===== src/rtl/fsw_monitor.sv =====
// Receive-side checker for the fsw/fsw_bar switching clock pair: measures period, high time and phase, and reports lock and sticky errors.
// Optional build macro FSW_MON_TOL_EN accepts +/-1 cycle on each measurement instead of an exact match.
module fsw_monitor #(
  parameter int unsigned CNT_W      = 8,
  parameter int unsigned EXP_PERIOD = 10,
  parameter int unsigned EXP_HIGH   = 2,
  parameter int unsigned EXP_PHASE  = 5,
  parameter int unsigned LOCK_N     = 4
) (
  input  logic             clk,
  input  logic             reset,
  input  logic             fsw,
  input  logic             fsw_bar,
  input  logic             err_clr,
  output logic [CNT_W-1:0] period_out,
  output logic [CNT_W-1:0] high_out,
  output logic [CNT_W-1:0] phase_out,
  output logic             meas_valid,
  output logic             locked,
  output logic             overlap_err,
  output logic             fmt_err,
  output logic             stall_err
);

  localparam logic [CNT_W-1:0] CNT_MAX = '1;
  localparam int unsigned      GOOD_W  = $clog2(LOCK_N + 1);

  typedef enum logic {ST_WAIT, ST_MEAS} state_t;

  state_t            state_q, state_d;
  logic              fsw_d_q, fsw_bar_d_q;
  logic [CNT_W-1:0]  per_cnt_q, per_cnt_d;
  logic [CNT_W-1:0]  hi_cnt_q, hi_cnt_d;
  logic [CNT_W-1:0]  hi_cap_q, hi_cap_d;
  logic [CNT_W-1:0]  ph_cap_q, ph_cap_d;
  logic [GOOD_W-1:0] good_cnt_q, good_cnt_d;
  logic [CNT_W-1:0]  period_q, period_d;
  logic [CNT_W-1:0]  high_q, high_d;
  logic [CNT_W-1:0]  phase_q, phase_d;
  logic              valid_q, valid_d;
  logic              locked_q, locked_d;
  logic              overlap_q, overlap_d;
  logic              fmt_q, fmt_d;
  logic              stall_q, stall_d;

  logic rise, fall, bar_rise, stall, meas_good, fmt_set;

  function automatic logic in_range(input logic [CNT_W-1:0] v, input int unsigned e);
`ifdef FSW_MON_TOL_EN
    int d;
    d = int'(v) - int'(e);
    return (d >= -1) && (d <= 1);
`else
    return v == CNT_W'(e);
`endif
  endfunction

  always_comb begin
    rise     = fsw & ~fsw_d_q;
    fall     = ~fsw & fsw_d_q;
    bar_rise = fsw_bar & ~fsw_bar_d_q;

    per_cnt_d = rise ? CNT_W'(1) : ((per_cnt_q == CNT_MAX) ? per_cnt_q : per_cnt_q + 1'b1);
    hi_cnt_d  = rise ? CNT_W'(1) : ((fsw && hi_cnt_q != CNT_MAX) ? hi_cnt_q + 1'b1 : hi_cnt_q);
    hi_cap_d  = fall ? hi_cnt_q : hi_cap_q;
    // Non-zero ph_cap marks that this period's first fsw_bar rise is already recorded.
    ph_cap_d  = rise ? '0 : ((bar_rise && ph_cap_q == '0) ? per_cnt_q : ph_cap_q);

    stall     = (per_cnt_q == CNT_MAX) && !rise;
    meas_good = in_range(per_cnt_q, EXP_PERIOD) && in_range(hi_cap_q, EXP_HIGH) &&
                in_range(ph_cap_q, EXP_PHASE) && (ph_cap_q != '0);

    state_d    = state_q;
    period_d   = period_q;
    high_d     = high_q;
    phase_d    = phase_q;
    valid_d    = 1'b0;
    good_cnt_d = good_cnt_q;
    fmt_set    = 1'b0;

    case (state_q)
      ST_WAIT: begin
        if (rise) state_d = ST_MEAS;
      end
      ST_MEAS: begin
        if (rise) begin
          period_d = per_cnt_q;
          high_d   = hi_cap_q;
          phase_d  = ph_cap_q;
          valid_d  = 1'b1;
          if (meas_good) begin
            if (good_cnt_q != GOOD_W'(LOCK_N)) good_cnt_d = good_cnt_q + 1'b1;
          end else begin
            fmt_set    = 1'b1;
            good_cnt_d = '0;
          end
        end
      end
      default: state_d = ST_WAIT;
    endcase

    if (stall) begin
      state_d    = ST_WAIT;
      good_cnt_d = '0;
    end

    // Lock tracks the saturated good-period count, so every clear of good_cnt also drops lock.
    locked_d  = (good_cnt_d == GOOD_W'(LOCK_N));
    overlap_d = (fsw & fsw_bar) | (overlap_q & ~err_clr);
    fmt_d     = fmt_set | (fmt_q & ~err_clr);
    stall_d   = stall | (stall_q & ~err_clr);
  end

  always_ff @(posedge clk) begin
    if (reset) begin
      state_q     <= ST_WAIT;
      fsw_d_q     <= 1'b0;
      fsw_bar_d_q <= 1'b0;
      per_cnt_q   <= '0;
      hi_cnt_q    <= '0;
      hi_cap_q    <= '0;
      ph_cap_q    <= '0;
      good_cnt_q  <= '0;
      period_q    <= '0;
      high_q      <= '0;
      phase_q     <= '0;
      valid_q     <= 1'b0;
      locked_q    <= 1'b0;
      overlap_q   <= 1'b0;
      fmt_q       <= 1'b0;
      stall_q     <= 1'b0;
    end else begin
      state_q     <= state_d;
      fsw_d_q     <= fsw;
      fsw_bar_d_q <= fsw_bar;
      per_cnt_q   <= per_cnt_d;
      hi_cnt_q    <= hi_cnt_d;
      hi_cap_q    <= hi_cap_d;
      ph_cap_q    <= ph_cap_d;
      good_cnt_q  <= good_cnt_d;
      period_q    <= period_d;
      high_q      <= high_d;
      phase_q     <= phase_d;
      valid_q     <= valid_d;
      locked_q    <= locked_d;
      overlap_q   <= overlap_d;
      fmt_q       <= fmt_d;
      stall_q     <= stall_d;
    end
  end

  assign period_out  = period_q;
  assign high_out    = high_q;
  assign phase_out   = phase_q;
  assign meas_valid  = valid_q;
  assign locked      = locked_q;
  assign overlap_err = overlap_q;
  assign fmt_err     = fmt_q;
  assign stall_err   = stall_q;

endmodule


===== config.mk =====
export PLATFORM = sky130hd
export DESIGN_NAME = fsw_monitor
export DESIGN_NICKNAME = d
export VERILOG_FILES = /design/src/rtl/fsw_monitor.sv
export SDC_FILE = /design/constraint.sdc
export NUM_CORES = 1
export LEC_CHECK = 0
export BUFFER_PORTS_ARGS = -buffer_cell sky130_fd_sc_hd__buf_2
export CORE_MARGIN = 1
export CORE_UTILIZATION = 56
export DETAILED_ROUTE_END_ITERATION = 7
export PLACE_DENSITY = 0.77
export RECOVER_POWER = 25
export SKIP_LAST_GASP = 1
export SYNTH_ARGS = -nofsm -noshare
export SYNTH_HDL_FRONTEND = slang
export SYNTH_SLANG_ARGS = --single-unit

===== constraint.sdc =====
create_clock -name clk -period 1.9 [get_ports clk]
set_input_delay 0 -clock clk [delete_from_list [all_inputs] [get_ports clk]]
set_output_delay 0 -clock clk [all_outputs]
set_load 0.02 [all_outputs]

; ---- After elaboration in Yosys (flattened, before gate mapping)
; Index checks and enable logic that the tools add are counted.
[classes]
n_mux = 14
n_reduce_logical = 14
n_eq_ne = 8
n_bitwise = 15
add_sub_neg = 3
[op_table]
columns = op, n
row1 = "adder 8 x 1 -> 8 bit, second input constant", 2
row2 = 2-to-1 mux 3 bit, 5
row3 = 2-to-1 mux 1 bit, 9
row4 = "equality test 8 x 2 -> 1 bit, second input constant", 1
row5 = "equality test 8 x 3 -> 1 bit, second input constant", 1
row6 = "equality test 8 x 4 -> 1 bit, second input constant", 1
row7 = "equality test 8 bit, second input constant", 1
row8 = zero test 8 bit, 1
row9 = "!= test 8 bit, second input constant", 1
row10 = nonzero test 8 bit, 1
row11 = bitwise AND 1 bit, 7
row12 = logical AND 1 bit, 6
row13 = OR reduction 2 bit, 3
row14 = inverter 1 bit, 5
row15 = "adder 3 x 1 -> 3 bit, second input constant", 1
row16 = "equality test 3 bit, second input constant", 1
row17 = "!= test 3 bit, second input constant", 1
row18 = bitwise OR 1 bit, 3
row19 = "!= test 2 bit, second input constant", 1
row20 = AND reduction 2 bit, 1
row21 = nonzero test 2 bit, 1
row22 = zero test 1 bit, 1
[word_totals]
in_bits = 5
out_inout_bits = 29
ff_bits = 67

; ---- Logic depth before layout (Yosys ltp)
[logic_depth]
ltp_word = 9
mapped_depth = 6
mapped_depth_nobuf = 6

; ---- Least setup slack after synthesis
; Ideal clock, no wire load.
[synth_path]
path_type = flip-flop to flip-flop
startpoint = register ph_cap_q[6]
endpoint = register fmt_q, in the netlist fmt_err
path_stages_with_launch = 5
setup_slack_ns = 0.357
setup_time_ns = 0.115
path_buffers = 0
arrival_time_ns = 1.428
t_required_ns = 1.785
cell_sequence = dfxtp_1 -> or4_4 -> nor4_4 -> a31oi_2 -> o21a_1
[synth_between]
elab_chain_len = 7
elab_cells_between_ends = 8
cone_classes = eq/ne: 1 / mux: 3 / bitwise: 1 / reduce/logical: 3
[synth_rtl]
columns = element, line
row1 = from (decl), 35  ; logic [CNT_W-1:0] ph_cap_q, ph_cap_d;
row2 = from (signal assigned), 139  ; ph_cap_q <= ph_cap_d;
row3 = equality test 8 x 3 -> 1 bit, 54  ; return v == CNT_W'(e);
row4 = logical AND 1 bit, 70  ; meas_good = in_range(per_cnt_q, EXP_PERIOD) && in_range(hi_cap_q, EXP_HIGH) &&
row5 = logical AND 1 bit *, 71  ; in_range(ph_cap_q, EXP_PHASE) && (ph_cap_q != '0);
row6 = 2-to-1 mux 1 bit *, 91  ; if (meas_good) begin
row7 = 2-to-1 mux 1 bit *, 86  ; if (rise) begin
row8 = 2-to-1 mux 1 bit *, 81  ; case (state_q)
row9 = bitwise OR 1 bit *, 110  ; fmt_d = fmt_set | (fmt_q & ~err_clr);
row10 = to (signal assigned), 147  ; fmt_q <= fmt_d;
row11 = to (decl), 43  ; logic fmt_q, fmt_d;
; Every way passes the cells marked *; elsewhere a longest branch is shown, timed or not.
; A chain may end at the register's enable or synchronous reset.

; ---- Final worst setup path
; Ends and elaborated chain as after synthesis.

==> out/metrics.yaml <==
outcome:
  status: "finished, final reports clean"
cells_and_area:
  areaGrowthSynthToFinish_pct: 17.3
  final_area_um2: 3110
  nFillCells: 363
  diodes: 0
  layout.nets: 358
  multiInputGateArea_um2: 1220
  drive_above_1_share: 0.119
  final_util: 0.699
  seq_area_um2: 1340
global_routing:
  grt_remaining_overflow: 0
  first_global_vias: 2083
  grt_pass1_wl_um: 9540
  grt_use_total: 0.249
  grt_max_degree: 40
  antenna_found_initial: 0
routing:
  drtAntennaViolNets: 0
  num_vias: 2209
  drtIter0Drc: 83
  wl_um: 5640
  dr.pass1.iters: 6
  drcViolationCount: 0
  wire_per_inst_um: 13.9
  avgViaCountPerCell: 5.45
die:
  start_util: 0.596
  ios: 34
  core_area_um2: 4440
  fp-row-count: 24
  die_h_um: 70.8
  die_w_um: 70.8
  die_area_um2: 5010
placement:
  port_buffers: 33
  place_congestion: 0.832
  postPlaceCellArea_um2: 2920
  place_hpwl_um: 3820
clocking:
  htreeDepth: 3
  cts-root-buf: "clkbuf_8"
  cts_buffer_depth: 2
  cts_tree: "built"
  post_cts_buffers: 0
  clock_latency_ps: 340
  cts_made_buffers: 9
  cts_num_sinks: 67
  clk_pin_slew_worst_paths_ps: 70
synthesis:
  avgSynthCellArea_um2: 8.77
  synth_edf_count: 0
  syn_inst: 302
  async_flop_share: 0
  yosys.area.top_type: "dfxtp_1"
  synth.top_cell.area_share: 0.506
  yosys.cell_types.count: 39
  synth_area_um2: 2650
  ys_seq_area_frac: 0.506
  syn_nets: 312
  synth_ff_type: "dfxtp_1"
  yosysWarnings: 0
  synthTopCellsByArea: "dfxtp_1 51%, nand2_1 8.2%, a21oi_1 7.4%"
  yosys_register_bits: 67
timing:
  rsz0062_at_grt: "no"
  hold_ws_ps: 453
  hold_viol_final: 0
  tightestPinTransition_ps: 436
  timing.final.crit_share: 0.877
  slew_headroom: 0.707
  fin_skew_ps: 7.70
  setup_violations: 0
  fin_crit_ps: 1670
  maxSlewViolCount: 0
  clock.fmax_ghz: 0.600
  tns_ps: 0
worst_hold_path:
  hold_start: "period_out[4]"
  hp-class: "flip-flop to flip-flop"
power:
  p_leak_nw: 1.16
  peakVddDrop_uv: 575
  power_density_nw_per_um2: 851
critical_path:
  rr_startpoint: "ph_cap_q[6]"
  arrival_ps: 1900
  startpoint: "ph_cap_q[6]"
  start_kind: "flip-flop"
  cp_max_fo: 5
  end_kind: "flip-flop"
  critPathRequiredTime_ps: 2130
  crit_type: "flip-flop to flip-flop"
flow_run:
  cap_violations: 0
==> area by class of cell <==
class	count	area share
clock inverter	4	0.00805
tap	52	0.0209
inverter	7	0.00845
multi-input combinational	213	0.393
timing repair buffer	50	0.0878
sequential	67	0.432
clock buffer	12	0.0499
==> flip-flops by register name, indices dropped and copies added, names as in the netlist <==
name,count
stall_err,1
high_out,8
per_cnt_q,8
meas_valid,1
overlap_err,1
hi_cnt_q,8
state_q,1
good_cnt_q,3
ph_cap_q,8
period_out,8
hi_cap_q,8
fsw_bar_d_q,1
phase_out,8
fmt_err,1
locked,1
fsw_d_q,1
==> routing by layer <==
metal / wire length, um / up-vias / share of wire / track usage
met3: 216 / 8 / 0.038 / 0.0940
met2: 2810 / 42 / 0.50 / 0.429
met4: 76 / 0 / 0.013 / 0.102
met5: 0 / - / 0 / 0
li1: - / 1117 / - / -
met1: 2530 / 1042 / 0.45 / 0.277
==> cell families (layout without fill, tap and decap cells) <==
group           count (synthesis)  in the layout  share of synthesized area
simple gates                  130            130                      0.235
mux                            13             13                     0.0491
buf+inv                        22             73                     0.0326
compound gates                 55             55                      0.121
xor+xnor                       10             10                     0.0330
flops                          67             67                      0.506
fa+ha+maj                       5              5                     0.0236
==> worst max-delay path, cell delays in order (launching register included) <==
cell	delay (ps)
dfxtp_1	330
or4_4	570
nor4_4	240
a31oi_2	200
o21a_1	230
==> Yosys cell counts, types with 2 or more instances <==
cell type,instances
or3_1,2
a211oi_1,2
xor2_1,5
nor2b_1,6
nand2b_1,2
and4b_1,2
buf_2,3
dfxtp_1,67
mux2i_1,13
inv_1,7
nand2_1,58
xnor2_1,5
nor3_1,4
or4b_1,2
buf_1,2
clkbuf_1,10
nor2_1,35
and3_1,4
nand3_1,6
o2111ai_1,3
ha_1,5
o31ai_1,2
o21ai_0,2
nor4_4,2
a21oi_1,39
==> per-stage QoR <==
stage	instances	power [W]	setup slack, ps
6_report	405	0.00264	234
5_1_grt	405	0.00277	180
4_1_cts	405	0.00267	237
3_5_place_dp	385	0.00162	268
3_3_place_gp	385	0.00161	284
2_1_floorplan	302	0.00156	357
==> report_power, final <==
part	internal [W]	switching (W)
logic	0.0000596	0.0000968
clock network	0.000540	0.000511
registers	0.00142	0.0000140
total	0.00202	0.000622
==> cell usage in the layout, fill, tap and decap left out, types with 2 or more instances in the layout <==
cell type and instances:
a211oi_1 2, a21oi_1 39, and3_1 4, and4b_1 2, buf_2 9, buf_4 13, clkbuf_1 25, clkbuf_8 11
clkinv_2 2, clkinvlp_4 2, dfxtp_1 67, dlygate4sd3_1 4, ha_1 5, inv_1 7, mux2i_1 13, nand2_1 58
nand2b_1 2, nand3_1 6, nor2_1 35, nor2b_1 6, nor3_1 4, nor4_4 2, o2111ai_1 3, o21ai_0 2
o31ai_1 2, or3_1 2, or4b_1 2, xnor2_1 5, xor2_1 5
==> worst paths after layout <==
path | cells after the start | to | slack, ps
worst max-delay path | 4 | fmt_err | 230
worst min-delay path | 2 | period_out[4] | 450
worst max register to register | 4 | fmt_err | 230
worst min register to register | 2 | period_out[4] | 450
==> repair_timing <==
action,CTS,global route
hold buffers,4,0
gates resized for setup,0,0
endpoints found under the hold margin,5,0
(Power assumes the default switching activity.)
